**src/rtl/control_fsm_pkg.sv**
```systemverilog
// Shared encodings for the KGP mini-RISC control unit: opcodes, func codes,
// ALU/branch/writeback encodings, FSM states and the decoded control bundle.
package kgp_ctrl_pkg;

  localparam int OPW   = 6;
  localparam int FUNCW = 6;

  localparam logic [OPW-1:0] OP_RTYPE = 6'd0;
  localparam logic [OPW-1:0] OP_ALUI  = 6'd1;
  localparam logic [OPW-1:0] OP_LW    = 6'd2;
  localparam logic [OPW-1:0] OP_SW    = 6'd3;
  localparam logic [OPW-1:0] OP_BR    = 6'd4;
  localparam logic [OPW-1:0] OP_HALT  = 6'd63;

  localparam logic [3:0] ALU_ADD  = 4'd0;
  localparam logic [3:0] ALU_COMP = 4'd1;
  localparam logic [3:0] ALU_AND  = 4'd2;
  localparam logic [3:0] ALU_XOR  = 4'd3;
  localparam logic [3:0] ALU_MAX  = 4'd9;

  localparam logic [4:0] BR_NONE = 5'd0;
  localparam logic [4:0] BR_B    = 5'd1;
  localparam logic [4:0] BR_BR   = 5'd2;
  localparam logic [4:0] BR_BLTZ = 5'd3;
  localparam logic [4:0] BR_BZ   = 5'd4;
  localparam logic [4:0] BR_BNZ  = 5'd5;
  localparam logic [4:0] BR_BL   = 5'd6;
  localparam logic [4:0] BR_BCY  = 5'd7;
  localparam logic [4:0] BR_BNCY = 5'd8;

  localparam logic [1:0] RW_NONE = 2'b00;
  localparam logic [1:0] RW_RS   = 2'b01;
  localparam logic [1:0] RW_RT   = 2'b10;

  localparam logic [1:0] WMUX_LINK = 2'b00;
  localparam logic [1:0] WMUX_DMEM = 2'b01;
  localparam logic [1:0] WMUX_ALU  = 2'b10;

  typedef enum logic [2:0] {
    S_IDLE   = 3'd0,
    S_FETCH  = 3'd1,
    S_DECODE = 3'd2,
    S_EXEC   = 3'd3,
    S_MEM    = 3'd4,
    S_WB     = 3'd5,
    S_HALT   = 3'd6
  } state_t;

  typedef enum logic [2:0] {
    C_ALU  = 3'd0,
    C_LW   = 3'd1,
    C_SW   = 3'd2,
    C_BR   = 3'd3,
    C_HALT = 3'd4,
    C_ILL  = 3'd5
  } iclass_t;

  typedef struct packed {
    iclass_t    cls;
    logic [3:0] alu_op;
    logic       imm_sel;
    logic       alu_src;
    logic [4:0] br_op;
    logic [1:0] wmux;
    logic [1:0] rw;
  } ctrl_t;

endpackage

```
**src/rtl/control_fsm_if.sv**
```systemverilog
// Control/status bundle between the control FSM (slave side) and the
// data path / bench that drives run and the instruction fields (master side).
interface control_fsm_if #(
  parameter int OPW   = 6,
  parameter int FUNCW = 6
);
  logic             run;
  logic [OPW-1:0]   opcode_in;
  logic [FUNCW-1:0] func_in;
  logic             ir_load;
  logic             pc_en;
  logic [1:0]       reg_write;
  logic             imm_mux_ctrl;
  logic             alu_mux_ctrl;
  logic [3:0]       alu_op;
  logic             dmem_enable;
  logic             dmem_write_enable;
  logic [1:0]       reg_write_mux_ctrl;
  logic [4:0]       br_op;
  logic             halted;
  logic             illegal;
  logic [2:0]       state_out;

  modport master (
    output run, opcode_in, func_in,
    input  ir_load, pc_en, reg_write, imm_mux_ctrl, alu_mux_ctrl, alu_op,
           dmem_enable, dmem_write_enable, reg_write_mux_ctrl, br_op,
           halted, illegal, state_out
  );

  modport slave (
    input  run, opcode_in, func_in,
    output ir_load, pc_en, reg_write, imm_mux_ctrl, alu_mux_ctrl, alu_op,
           dmem_enable, dmem_write_enable, reg_write_mux_ctrl, br_op,
           halted, illegal, state_out
  );
endinterface

```
**src/rtl/control_fsm_decode.sv**
```systemverilog
// Pure combinational instruction decoder: opcode/func -> control bundle,
// with an illegal flag for undecodable encodings.
module ctrl_decode
  import kgp_ctrl_pkg::*;
#(
  parameter int OPW   = 6,
  parameter int FUNCW = 6
) (
  input  logic [OPW-1:0]   opcode,
  input  logic [FUNCW-1:0] func,
  output ctrl_t            ctrl,
  output logic             illegal
);

  always_comb begin
    ctrl    = '0;
    ctrl.cls = C_ILL;
    illegal = 1'b0;
    case (opcode)
      OP_RTYPE, OP_ALUI: begin
        ctrl.cls     = C_ALU;
        ctrl.alu_op  = func[3:0];
        ctrl.imm_sel = (opcode == OP_ALUI);
        ctrl.alu_src = (opcode == OP_ALUI);
        ctrl.wmux    = WMUX_ALU;
        ctrl.rw      = RW_RS;
        if (func > FUNCW'(ALU_MAX)) begin
          ctrl.cls = C_ILL;
          illegal  = 1'b1;
        end
      end
      OP_LW: begin
        ctrl.cls     = C_LW;
        ctrl.alu_op  = ALU_ADD;
        ctrl.imm_sel = 1'b1;
        ctrl.alu_src = 1'b1;
        ctrl.wmux    = WMUX_DMEM;
        ctrl.rw      = RW_RT;
      end
      OP_SW: begin
        ctrl.cls     = C_SW;
        ctrl.alu_op  = ALU_ADD;
        ctrl.imm_sel = 1'b1;
        ctrl.alu_src = 1'b1;
      end
      OP_BR: begin
        ctrl.cls   = C_BR;
        ctrl.br_op = func[4:0];
        // bl links pc+4 into rs while the branch itself resolves
        if (func[4:0] == BR_BL) begin
          ctrl.rw   = RW_RS;
          ctrl.wmux = WMUX_LINK;
        end
        if (func == '0 || func > FUNCW'(BR_BNCY)) begin
          ctrl.cls = C_ILL;
          illegal  = 1'b1;
        end
      end
      OP_HALT: ctrl.cls = C_HALT;
      default: illegal = 1'b1;
    endcase
  end

endmodule

```
**src/rtl/control_fsm.sv**
```systemverilog
// Multi-cycle control FSM for the KGP mini-RISC core. Sequences each
// instruction through FETCH/DECODE/EXEC/MEM/WB and gates all strobes.
module control_fsm
  import kgp_ctrl_pkg::*;
#(
  parameter int OPW             = kgp_ctrl_pkg::OPW,
  parameter int FUNCW           = kgp_ctrl_pkg::FUNCW,
  parameter bit HALT_ON_ILLEGAL = 1'b1
) (
  input logic         clk,
  input logic         rst,
  control_fsm_if.slave bus
);

  state_t state, state_nx;
  ctrl_t  dec, dec_q;
  logic   dec_ill;
  logic   illegal_q, illegal_set;

  logic       ir_load, pc_en, dmem_en, dmem_we, halted, drive;
  logic [1:0] rw;

  ctrl_decode #(.OPW(OPW), .FUNCW(FUNCW)) u_dec (
    .opcode  (bus.opcode_in),
    .func    (bus.func_in),
    .ctrl    (dec),
    .illegal (dec_ill)
  );

  always_ff @(posedge clk) begin
    if (rst) begin
      state     <= S_IDLE;
      dec_q     <= '0;
      illegal_q <= 1'b0;
    end else begin
      state <= state_nx;
      if (state == S_DECODE) dec_q <= dec;
      if (illegal_set) illegal_q <= 1'b1;
    end
  end

  always_comb begin
    state_nx    = state;
    illegal_set = 1'b0;
    ir_load     = 1'b0;
    pc_en       = 1'b0;
    rw          = RW_NONE;
    dmem_en     = 1'b0;
    dmem_we     = 1'b0;
    halted      = 1'b0;
    drive       = 1'b0;
    case (state)
      S_IDLE: if (bus.run) state_nx = S_FETCH;
      S_FETCH: begin
        ir_load  = 1'b1;
        state_nx = S_DECODE;
      end
      S_DECODE: begin
        if (dec.cls == C_HALT) begin
          state_nx = S_HALT;
        end else if (dec_ill) begin
          illegal_set = 1'b1;
          if (HALT_ON_ILLEGAL) begin
            state_nx = S_HALT;
          end else begin
            pc_en    = 1'b1;
            state_nx = S_FETCH;
          end
        end else begin
          state_nx = S_EXEC;
        end
      end
      S_EXEC: begin
        drive = 1'b1;
        case (dec_q.cls)
          C_BR: begin
            pc_en    = 1'b1;
            rw       = dec_q.rw;
            state_nx = S_FETCH;
          end
          C_LW, C_SW: state_nx = S_MEM;
          default:    state_nx = S_WB;
        endcase
      end
      S_MEM: begin
        drive   = 1'b1;
        dmem_en = 1'b1;
        if (dec_q.cls == C_SW) begin
          dmem_we  = 1'b1;
          pc_en    = 1'b1;
          state_nx = S_FETCH;
        end else begin
          state_nx = S_WB;
        end
      end
      S_WB: begin
        drive    = 1'b1;
        rw       = dec_q.rw;
        pc_en    = 1'b1;
        dmem_en  = (dec_q.cls == C_LW);
        state_nx = S_FETCH;
      end
      S_HALT:  halted = 1'b1;
      default: state_nx = S_IDLE;
    endcase
  end

  // Reset masks every output in the same cycle so a mid-instruction
  // reset can never leak a strobe.
  logic live, hold;
  assign live = ~rst;
  assign hold = drive & ~rst;

  assign bus.ir_load            = ir_load & live;
  assign bus.pc_en              = pc_en & live;
  assign bus.reg_write          = live ? rw : RW_NONE;
  assign bus.dmem_enable        = dmem_en & live;
  assign bus.dmem_write_enable  = dmem_we & live;
  assign bus.halted             = halted & live;
  assign bus.illegal            = illegal_q & live;
  assign bus.imm_mux_ctrl       = hold & dec_q.imm_sel;
  assign bus.alu_mux_ctrl       = hold & dec_q.alu_src;
  assign bus.alu_op             = hold ? dec_q.alu_op : 4'd0;
  assign bus.reg_write_mux_ctrl = hold ? dec_q.wmux : 2'b00;
  assign bus.br_op              = hold ? dec_q.br_op : 5'd0;
  assign bus.state_out          = live ? state : S_IDLE;

endmodule
```
**src/flat_wrapper.sv**
```systemverilog
// flat-port wrapper written by rule: the top's interface ports become plain ports
module control_fsm_flat import kgp_ctrl_pkg::*;
#(
  parameter int OPW             = kgp_ctrl_pkg::OPW,
  parameter int FUNCW           = kgp_ctrl_pkg::FUNCW,
  parameter bit HALT_ON_ILLEGAL = 1'b1
)
  (clk, rst, bus_run, bus_opcode_in, bus_func_in, bus_ir_load, bus_pc_en, bus_reg_write, bus_imm_mux_ctrl, bus_alu_mux_ctrl, bus_alu_op, bus_dmem_enable, bus_dmem_write_enable, bus_reg_write_mux_ctrl, bus_br_op, bus_halted, bus_illegal, bus_state_out);
  control_fsm_if #(.OPW(OPW), .FUNCW(FUNCW)) bus_i ();
  input logic clk;
  input logic rst;
  input wire logic [$bits(bus_i.run)-1:0] bus_run;
  input wire logic [$bits(bus_i.opcode_in)-1:0] bus_opcode_in;
  input wire logic [$bits(bus_i.func_in)-1:0] bus_func_in;
  output wire logic [$bits(bus_i.ir_load)-1:0] bus_ir_load;
  output wire logic [$bits(bus_i.pc_en)-1:0] bus_pc_en;
  output wire logic [$bits(bus_i.reg_write)-1:0] bus_reg_write;
  output wire logic [$bits(bus_i.imm_mux_ctrl)-1:0] bus_imm_mux_ctrl;
  output wire logic [$bits(bus_i.alu_mux_ctrl)-1:0] bus_alu_mux_ctrl;
  output wire logic [$bits(bus_i.alu_op)-1:0] bus_alu_op;
  output wire logic [$bits(bus_i.dmem_enable)-1:0] bus_dmem_enable;
  output wire logic [$bits(bus_i.dmem_write_enable)-1:0] bus_dmem_write_enable;
  output wire logic [$bits(bus_i.reg_write_mux_ctrl)-1:0] bus_reg_write_mux_ctrl;
  output wire logic [$bits(bus_i.br_op)-1:0] bus_br_op;
  output wire logic [$bits(bus_i.halted)-1:0] bus_halted;
  output wire logic [$bits(bus_i.illegal)-1:0] bus_illegal;
  output wire logic [$bits(bus_i.state_out)-1:0] bus_state_out;
  assign bus_i.run = bus_run;
  assign bus_i.opcode_in = bus_opcode_in;
  assign bus_i.func_in = bus_func_in;
  assign bus_ir_load = bus_i.ir_load;
  assign bus_pc_en = bus_i.pc_en;
  assign bus_reg_write = bus_i.reg_write;
  assign bus_imm_mux_ctrl = bus_i.imm_mux_ctrl;
  assign bus_alu_mux_ctrl = bus_i.alu_mux_ctrl;
  assign bus_alu_op = bus_i.alu_op;
  assign bus_dmem_enable = bus_i.dmem_enable;
  assign bus_dmem_write_enable = bus_i.dmem_write_enable;
  assign bus_reg_write_mux_ctrl = bus_i.reg_write_mux_ctrl;
  assign bus_br_op = bus_i.br_op;
  assign bus_halted = bus_i.halted;
  assign bus_illegal = bus_i.illegal;
  assign bus_state_out = bus_i.state_out;
  control_fsm #(.OPW(OPW), .FUNCW(FUNCW), .HALT_ON_ILLEGAL(HALT_ON_ILLEGAL)) u_core (.clk(clk), .rst(rst), .bus(bus_i));
endmodule
```
**config.mk**
```make
export PLATFORM = sky130hd
export DESIGN_NAME = control_fsm_flat
export DESIGN_NICKNAME = d
export VERILOG_FILES = /design/src/rtl/control_fsm_pkg.sv /design/src/rtl/control_fsm_if.sv /design/src/rtl/control_fsm_decode.sv /design/src/rtl/control_fsm.sv /design/src/flat_wrapper.sv
export SDC_FILE = /design/constraint.sdc
export NUM_CORES = 1
export LEC_CHECK = 0
export CORE_UTILIZATION = 45
export DETAILED_ROUTE_END_ITERATION = 12
export PLACE_DENSITY_LB_ADDON = 0.1
export REMOVE_ABC_BUFFERS = 1
export SLEW_MARGIN = 25
export SYNTH_ARGS = -nofsm -noshare
export SYNTH_HDL_FRONTEND = slang
export SYNTH_SLANG_ARGS = --single-unit
```
**constraint.sdc**
```tcl
create_clock -name clk -period 1.9 [get_ports clk]
set_input_delay 0.38 -clock clk [delete_from_list [all_inputs] [get_ports clk]]
set_output_delay 0.38 -clock clk [all_outputs]
set_load 0.02 [all_outputs]
```
==> results.ini <==
[run_status]
run_status = complete, no violations

[drt]
vias_per_cell = 5.788
ant_nets = 0
postRouteWirelength_um = 3725
num_vias = 1447
drt_drc_violations_left = 0
drt_pass1_iterations = 4
drt-initial-drc-count = 62
routedWlPerCell_um = 14.90

[floorplan]
rows = 18
chipWidth_um = 53.45
io_pins = 39
initial_core_util = 0.4765
core_area_mm2 = 0.002500
dieArea_mm2 = 0.002857
die_height_um = 53.45

[logic_synthesis]
ys_seq_area_frac = 0.3361
ys_seq_elements = 20
ys_warn_count = 0
syn_inst = 154
synthDistinctLibCells = 42
synth_xor_area_frac = 0.007353
syn_avg_cell_area_um2 = 7.735
synth-simple-area-share = 0.3887
synth_top_family_by_area = simple AND/OR/NAND/NOR gates
synth_compound_area_frac = 0.2027
synthMuxAreaShare = 0
netlist_area_mm2 = 0.001191
synth_edf_count = 0
async_reset_ff_frac = 0
synthFlopType = dfxtp_1
synth_fa_ha_area_frac = 0

[timing]
grt_setup_unrepaired = yes
setup_viol_count_final = 0
max_slew_margin = 0.7130
holdWs_ps = 467.6
period_minus_slack_ps = 1892
setup_tns_ps = 0
fmax_ghz = 0.5286
finalClockSkew_ps = 4.711
hold_viol = 0
worst_slew_pin_slew_ps = 419.6
fin_ws_ps = 8.237
slew_viol_final = 0
min_period_over_period = 0.9957

[setup_path]
crit_fanout = 6
path_class = reg2out
end_kind = output port
critPathMaxStageDelay_ps = 410
cp_data_required_time_ps = 1520
path_common_cell = buf_6
cp_slowest_cell = dfxtp_4
cp.arrival_ps = 1510
start_kind = flop
path_cells = buf_6 -> nand2b_4 -> a21oi_4 -> buf_6 -> and2_4 -> buf_6

[power_and_ir_drop]
power.density_mw_per_mm2 = 978.5
irDropWorstVdd_mv = 0.8190
leakage_nw = 0.8256

[grt]
track_usage = 0.2638
grt_pass1_wl_um = 5526
antenna_found_initial = 0
grt_max_degree = 15
grt_pass1_vias = 1236
grt_overflow = 0

[finish]
drive_gt1_frac = 0.4273
post-route-util = 0.7823
final_nets = 236
n_antenna_cell = 0
synthToLayoutAreaGrowth_pct = 64.18

[placed_design]
place_congestion = 0.8707
dp_slack_ps = -414.7
io_buffers = 38
hpwl_um = 2609

[worst_hold_path]
hold_class = reg2reg

[clocking]
clk_pin_slew_ps = 130
cts_made_buffers = 3
htree_num_levels = 1
clockBufferDepth = 2
cts_sinks = 20
root_buffer = clkbuf_4
clk_latency_ps = 310
cts_tree = yes

[flow_run]
maxCapViolCount = 0

## flip-flops by register name, summed over array words and instances (netlist names)
| name | count |
|---|---|
| u_core.dec_q | 16 |
| u_core.illegal_q | 1 |
| u_core.state | 3 |
## cells in the final DEF (no fill, tap or decap), drive strengths merged, types with 3 or more instances in the layout
cell type,n
buf,56
dfxtp,20
nor2,17
a21oi,14
clkdlybuf4s50,13
and2,13
nand3,7
nand2,7
nor3,7
nor4,6
and3,5
o21ai,5
nor2b,5
a22oi,4
clkbuf,4
o31ai,3
nand2b,3
a211oi,3
## cell families (layout without fill, tap and decap cells)
group / after synthesis / in the layout
flops: 20 / 20
simple gates: 81 / 81
compound gates: 38 / 38
xor+xnor: 1 / 1
buf+inv: 14 / 80
## worst max-delay path: cells and delay by family (launching register included)
kind | cells | cell delay [ps]
compound gates | 1 | 200
flops | 1 | 410
simple gates | 2 | 230
buf+inv | 3 | 380
## metal layers
layer	up-vias	GRT usage	part of all wire
li1	692	-	-
met1	688	0.3179	0.41
met2	61	0.4771	0.51
met3	6	0.03736	0.066
met4	0	0.07018	0.011
met5	-	0	0
## path summary, 6_finish.rpt
| kind | startpoint | to | slack, ps | cells after the start |
|---|---|---|---|---|
| worst min register to register | u_core.dec_q[7] | u_core.dec_q[7] | 470 | 2 |
| worst min-delay path | u_core.dec_q[7] | u_core.dec_q[7] | 470 | 2 |
| worst max-delay path | u_core.state[2] | bus_imm_mux_ctrl | 8 | 6 |
| worst max register to register | u_core.state[1] | u_core.dec_q[9] | 230 | 6 |
## where the power goes
group	total (W)	internal (W)	switching (W)
combinational	0.000994	0.000491	0.000503
clock	0.000359	0.000213	0.000146
sequential	0.000561	0.000499	0.0000624
total	0.00191	0.00120	0.000711
## cells in the mapped netlist (5+ instances only)
cell type / n / area [um^2]
nand2_1: 7 / 26.28
clkbuf_1: 6 / 22.52
a21oi_1: 14 / 70.07
and2_1: 12 / 75.07
nor2b_1: 5 / 31.28
o21ai_0: 5 / 25.02
and3_1: 5 / 31.28
nor2_1: 17 / 63.81
nand3_1: 7 / 35.03
dfxtp_1: 20 / 400.4
nor4_1: 6 / 37.54
nor3_1: 6 / 30.03
## cell type report
cell class / instances / area (um^2)
inverters: 1 / 3.754
multi-input cells: 120 / 797.0
flip-flops and latches: 20 / 410.4
clock inverters: 1 / 30.03
fillers: 182 / 544.3
repair buffers: 75 / 654.4
clock buffers: 3 / 22.52
well taps: 30 / 37.54
## timing repair
| action | CTS | global route |
|---|---|---|
| cloned | 0 | 1 |
| setup endpoints to repair | 24 | 21 |
| resized for setup | 98 | 58 |
| buffers inserted | 0 | 1 |
| pin swaps | 1 | 13 |
| hold buffers | 0 | 0 |
## metrics by stage
| step | cells | total power (W) | instance area [um^2] |
|---|---|---|---|
| after floorplan | 141 | 0.0009521 | 1117 |
| after global placement | 244 | 0.001379 | 1798 |
| after detailed placement | 244 | 0.001406 | 1798 |
| after CTS | 248 | 0.001774 | 1783 |
| after global routing | 250 | 0.002021 | 1956 |
| final | 250 | 0.001914 | 1956 |
Note: power is estimated with default switching activity, not from simulation.
